### config.mk
export PLATFORM = sky130hd
export DESIGN_NAME = ps2_key_encoder
export DESIGN_NICKNAME = d
export VERILOG_FILES = /design/src/rtl/ps2_key_encoder.sv
export SDC_FILE = /design/constraint.sdc
export NUM_CORES = 1
export LEC_CHECK = 0
export ABC_AREA = 1
export BUFFER_PORTS_ARGS = -buffer_cell sky130_fd_sc_hd__buf_4
export CAP_MARGIN = 15
export CELL_PAD_IN_SITES_DETAIL_PLACEMENT = 0
export CELL_PAD_IN_SITES_GLOBAL_PLACEMENT = 2
export CORE_UTILIZATION = 34
export CTS_CLUSTER_SIZE = 24
export DETAILED_ROUTE_END_ITERATION = 7
export PLACE_DENSITY = 0.77
export SLEW_MARGIN = 0
export SYNTH_ARGS = -nofsm -noshare
export SYNTH_HDL_FRONTEND = slang
export SYNTH_SLANG_ARGS = --single-unit
### constraint.sdc
create_clock -name clk_sys -period 2.5 [get_ports clk_sys]
set_input_delay 0.375 -clock clk_sys [delete_from_list [all_inputs] [get_ports clk_sys]]
set_output_delay 0.375 -clock clk_sys [all_outputs]
set_load 0.01 [all_outputs]
### src/rtl/ps2_key_encoder.sv
// ps2_key_encoder: assembles PS/2 scan-code bytes into complete key-event words.
// Revision 1.0
`default_nettype none

module ps2_key_encoder #(
    parameter logic [19:0] TIMEOUT_CYCLES = 20'd600000
) (
    input  logic        clk_sys,
    input  logic        RESET_N,
    input  logic        byte_valid,
    input  logic [7:0]  byte_in,
    output logic [64:0] ps2_key,
    output logic        key_strobe,
    output logic        seq_error
);

    localparam logic [7:0] CODE_EXT   = 8'hE0;
    localparam logic [7:0] CODE_REL   = 8'hF0;
    localparam logic [7:0] CODE_PAUSE = 8'hE1;
    localparam logic [7:0] CODE_PRN1  = 8'h12;
    localparam logic [7:0] CODE_PRN2  = 8'h7C;

    typedef enum logic [2:0] {
        IDLE    = 3'd0,
        EXT     = 3'd1,
        REL     = 3'd2,
        EXT_REL = 3'd3,
        PRN_MK  = 3'd4,
        PRN_RL  = 3'd5,
        PAUSE   = 3'd6
    } state_t;

    state_t      state, next_state;
    logic [63:0] seq_reg, next_seq, shifted;
    logic [2:0]  count, next_count;
    logic [19:0] tmo_cnt;
    logic        emit, abort;
    logic [7:0]  prn_expect;

    assign shifted = (seq_reg << 8) | {56'd0, byte_in};

    always_comb begin
        next_state = state;
        next_seq   = seq_reg;
        next_count = count;
        emit       = 1'b0;
        abort      = 1'b0;
        prn_expect = 8'h00;
        if (byte_valid) begin
            case (state)
                IDLE: begin
                    case (byte_in)
                        CODE_EXT:   begin next_state = EXT; next_seq = shifted; end
                        CODE_REL:   begin next_state = REL; next_seq = shifted; end
                        CODE_PAUSE: begin
                            next_state = PAUSE;
                            next_seq   = shifted;
                            next_count = 3'd7;
                        end
                        // Controller replies and idle fill are not key events.
                        8'h00, 8'hAA, 8'hEE, 8'hFA, 8'hFC, 8'hFE, 8'hFF: ;
                        default: emit = 1'b1;
                    endcase
                end
                EXT: begin
                    if (byte_in == CODE_REL) begin
                        next_state = EXT_REL;
                        next_seq   = shifted;
                    end else if (byte_in == CODE_PRN1) begin
                        next_state = PRN_MK;
                        next_seq   = shifted;
                        next_count = 3'd2;
                    end else begin
                        emit = 1'b1;
                    end
                end
                REL: emit = 1'b1;
                EXT_REL: begin
                    if (byte_in == CODE_PRN2) begin
                        next_state = PRN_RL;
                        next_seq   = shifted;
                        next_count = 3'd3;
                    end else begin
                        emit = 1'b1;
                    end
                end
                PRN_MK, PRN_RL: begin
                    // count selects which byte of the fixed tail is due next
                    if (state == PRN_MK)
                        prn_expect = (count == 3'd2) ? CODE_EXT : CODE_PRN2;
                    else
                        prn_expect = (count == 3'd3) ? CODE_EXT :
                                     (count == 3'd2) ? CODE_REL : CODE_PRN1;
                    if (byte_in != prn_expect) begin
                        abort = 1'b1;
                    end else if (count == 3'd1) begin
                        emit = 1'b1;
                    end else begin
                        next_seq   = shifted;
                        next_count = count - 3'd1;
                    end
                end
                PAUSE: begin
                    if (count == 3'd1) begin
                        emit = 1'b1;
                    end else begin
                        next_seq   = shifted;
                        next_count = count - 3'd1;
                    end
                end
                default: abort = 1'b1;
            endcase
        end else if (state != IDLE && tmo_cnt >= TIMEOUT_CYCLES) begin
            abort = 1'b1;
        end
        if (emit || abort) begin
            next_state = IDLE;
            next_seq   = 64'd0;
            next_count = 3'd0;
        end
    end

    always_ff @(posedge clk_sys or negedge RESET_N) begin
        if (!RESET_N) begin
            state      <= IDLE;
            seq_reg    <= 64'd0;
            count      <= 3'd0;
            tmo_cnt    <= 20'd0;
            ps2_key    <= 65'd0;
            key_strobe <= 1'b0;
            seq_error  <= 1'b0;
        end else begin
            state      <= next_state;
            seq_reg    <= next_seq;
            count      <= next_count;
            key_strobe <= emit;
            seq_error  <= abort;
            if (emit)
                ps2_key <= {~ps2_key[64], shifted};
            if (byte_valid || state == IDLE)
                tmo_cnt <= 20'd0;
            else if (tmo_cnt < TIMEOUT_CYCLES)
                tmo_cnt <= tmo_cnt + 20'd1;
        end
    end

endmodule

`default_nettype wire

==> results.py <==
metrics = {
    "setup_path": {
        "worstPathCellList": "inv_2 -> nand2_2 -> nor2_2 -> inv_2 -> nand2_1 -> or2_1 -> or2_2 -> nand3_2 -> buf_12 -> nand2_1 -> nand2_1 -> inv_1 -> nor2_1",
        "timing.critical_path.buf_inv": 4,
        "critPathArrivalTime_ps": 2600,
        "start_kind": "flip-flop",
        "path_common_cell": "nand2_1",
        "worstPathRequired_ps": 2850,
        "cp_max_fo": 56,
        "end_kind": "flip-flop",
        "cp_slowest_stage_delay_ps": 490,
        "critPathKind": "flip-flop to flip-flop",
        "crit_slowest_cell": "dfrtp_1",
        "cpLargestDelayFamily": "simple AND/OR/NAND/NOR gates",
    },
    "min_path": {
        "min_path_type": "primary input to flip-flop",
    },
    "synth": {
        "synth_simple_gate_area_share_pct": 34.7,
        "ys_types": 27,
        "synth.net_count": 987,
        "muxShareOfSynthArea_pct": 0,
        "synth.top_cell.area_share_pct": 51.1,
        "synth-compound-area-share_pct": 3.31,
        "yosysTopAreaCell": "dfrtp_1",
        "seq_area_frac_synth_pct": 51.1,
        "netlist_area_sq_mm": 0.00730,
        "ys_warn_count": 0,
        "synth_xor_area_share_pct": 0.720,
        "syn-instance-count": 970,
        "syn_avg_cell_area_sq_um": 7.52,
        "synth_top_family_by_area": "simple AND/OR/NAND/NOR gates",
        "ys_ff_latch": 149,
        "synthAdderAreaFrac_pct": 1.03,
        "yosys-top-cells-area": "dfrtp_1, nand2_1, nand4_1",
    },
    "clock_network": {
        "cts-buffers-inserted": 17,
        "clk_latency_ps": 420,
        "cts-root-buf": "clkbuf_16",
        "cts.sink_count": 149,
        "cts_max_path_buffers": 2,
        "cts_tree": "yes",
        "htree_levels": 4,
        "clk_pin_slew_ps": 70,
    },
    "timing": {
        "finClkSkew_ps": 11.2,
        "hold_viol": 0,
        "fin_crit_sh_pct": 90.0,
        "post-route-min-period_ps": 2250,
        "worst_pin_slew_ps": 669,
        "relSlewSlack_pct": 55.0,
        "slew_violations": 0,
        "finalSetupTns_ps": 0,
        "rsz0062_at_grt": "no",
        "setup-violations-final": 0,
        "max_freq_mhz": 444,
        "holdWs_ps": 255,
        "setup_slack_ps": 250,
    },
    "placed_design": {
        "place.port_buffers": 77,
        "place.gp.congestion": 0.855,
        "placed_area_sq_mm": 0.00826,
        "dp_slack_ps": 99.0,
        "hpwl_um": 13000,
    },
    "power": {
        "pwr-share-clk_pct": 48.4,
        "seq_power_share_pct": 45.3,
        "p_per_area_mw_per_mm2": 610,
        "max-vdd-ir-drop_v": 0.000410,
        "p_sw_uw": 1340,
        "p_int_uw": 4090,
        "p_sw_share_pct": 24.7,
        "p_leak_uw": 0.00463,
        "power_frac_comb_pct": 6.4,
    },
    "layout": {
        "drive_above_1_share_pct": 13.6,
        "final_core_util_pct": 42.4,
        "area_delta_synth_final_pct": 22.1,
        "fin_area_sq_mm": 0.00891,
        "fin_nets": 1056,
        "largest_reg_flops": 65,
        "antenna_cells": 0,
    },
    "global_routing": {
        "grt_first_pass_wirelength_um": 33300,
        "antenna_found_initial": 0,
        "grt_pass1_vias": 6157,
        "overflow": 0,
        "grt_max_degree": 67,
        "track_usage_pct": 19.4,
    },
    "route": {
        "ant_nets": 0,
        "routedWlPerCell_um": 15.4,
        "drc_errors": 0,
        "vias": 6318,
        "firstDrtPassIters": 4,
        "wirelength_um": 20400,
        "vias_per_cell": 4.76,
        "drt_iter0_drc": 397,
    },
    "die": {
        "die-area_sq_mm": 0.0221,
        "coreArea_sq_mm": 0.0210,
        "die_w_um": 149,
        "die_height_um": 149,
        "start_util_pct": 34.7,
        "pin_count": 78,
        "fp-row-count": 53,
    },
    "status": {
        "status": "finished, final reports clean",
    },
    "flow_run": {
        "cap_violations": 0,
    },
}
## cell type report
| type | count | area (sq um) |
|---|---|---|
| repair buffers | 98 | 885 |
| multi-input cells | 660 | 2920 |
| clock inverters | 12 | 144 |
| inverters | 113 | 427 |
| flip-flops and latches | 149 | 3730 |
| clock buffers | 20 | 457 |
| well taps | 275 | 344 |
| fillers | 2202 | 12100 |
## stage by stage
step	cells	total power [uW]
after floorplan	970	2650
after global placement	1293	2860
after detailed placement	1293	2860
after CTS	1326	5510
after global routing	1327	5650
final	1327	5430
## cells by family (layout without fill, tap and decap cells)
logic type               count (synthesis)  count (layout)
buffers and inverters                  161             243
adder cells (fa/ha/maj)                  6               6
AND/OR/NAND/NOR                        602             602
XOR/XNOR                                 6               6
AO/OA/AOI/OAI                           46              46
flip-flops                             149             149
## tightest hold or removal path, cell delays in order
cell     delay, ps
buf_4          120
a21oi_2         70
inv_1           70
## metal layers
metal  share of wire [%]  track usage [%]
met4                0.98             5.41
met2                  45             29.4
met3                 3.3             3.68
met1                  51             28.2
met5                   0                0
## layout by cell type, fill, tap and decap left out, types with 2 or more instances in the layout
| cell type | Yosys | routed |
|---|---|---|
| nor2_1 | 95 | 95 |
| nor4_1 | 4 | 4 |
| o31ai_1 | 3 | 3 |
| clkbuf_16 | 0 | 18 |
| nor2_2 | 3 | 2 |
| inv_1 | 109 | 108 |
| clkinv_4 | 0 | 3 |
| a21oi_1 | 12 | 11 |
| nand2_1 | 382 | 379 |
| nand4_1 | 74 | 74 |
| nand3_1 | 30 | 30 |
| clkinvlp_4 | 0 | 2 |
| inv_6 | 0 | 3 |
| bufinv_16 | 0 | 2 |
| nor3_1 | 8 | 8 |
| o21ai_0 | 29 | 28 |
| buf_4 | 1 | 85 |
| buf_12 | 0 | 10 |
| nand2_2 | 1 | 3 |
| clkbuf_8 | 0 | 2 |
| ha_1 | 6 | 6 |
| xor2_1 | 6 | 6 |
| dfrtp_1 | 149 | 149 |
| inv_2 | 4 | 4 |
## what timing repair did
item,CTS,global route
hold endpoints to repair,50,0
hold buffers,1,0
gates resized for setup,0,5
setup endpoints to repair,0,115
buffers inserted,0,0
## cells in the mapped netlist
library cell	number
nor4_1	4
o21ai_0	29
buf_4	1
ha_1	6
a21oi_1	12
buf_2	18
a31oi_1	1
buf_6	5
o31ai_1	3
nand4_1	74
nor3b_1	1
or2_1	2
nand2_1	382
nand3_1	30
nor2_1	95
clkbuf_1	21
buf_1	3
nor3_1	8
nand3b_1	1
inv_1	109
nand2_2	1
xor2_1	6
nand3_2	1
nor2_2	3
o21bai_1	1
dfrtp_1	149
inv_2	4
## power groups by stage
stage / combinational [uW] / sequential [uW] / clock, uW
2_1_floorplan: 144 / 2510 / 0
3_3_place_gp: 353 / 2510 / 0
3_5_place_dp: 355 / 2500 / 0
4_1_cts: 357 / 2460 / 2700
5_1_grt: 390 / 2460 / 2800
6_report: 347 / 2460 / 2630
## worst paths after layout
| kind | cells past startpoint | to | slack [ps] | from |
|---|---|---|---|---|
| max reg2reg | 13 | seq_reg[55] | 250 | state[2] |
| min in group asynchronous | 2 | ps2_key[63] | 540 | RESET_N |
| min reg2reg | 2 | ps2_key[58] | 470 | seq_reg[50] |
| max | 13 | seq_reg[55] | 250 | state[2] |
| max in group asynchronous | 3 | ps2_key[4] | 1200 | RESET_N |
| min | 3 | seq_error | 250 | byte_valid |
Power figures use the tool's default switching activity.
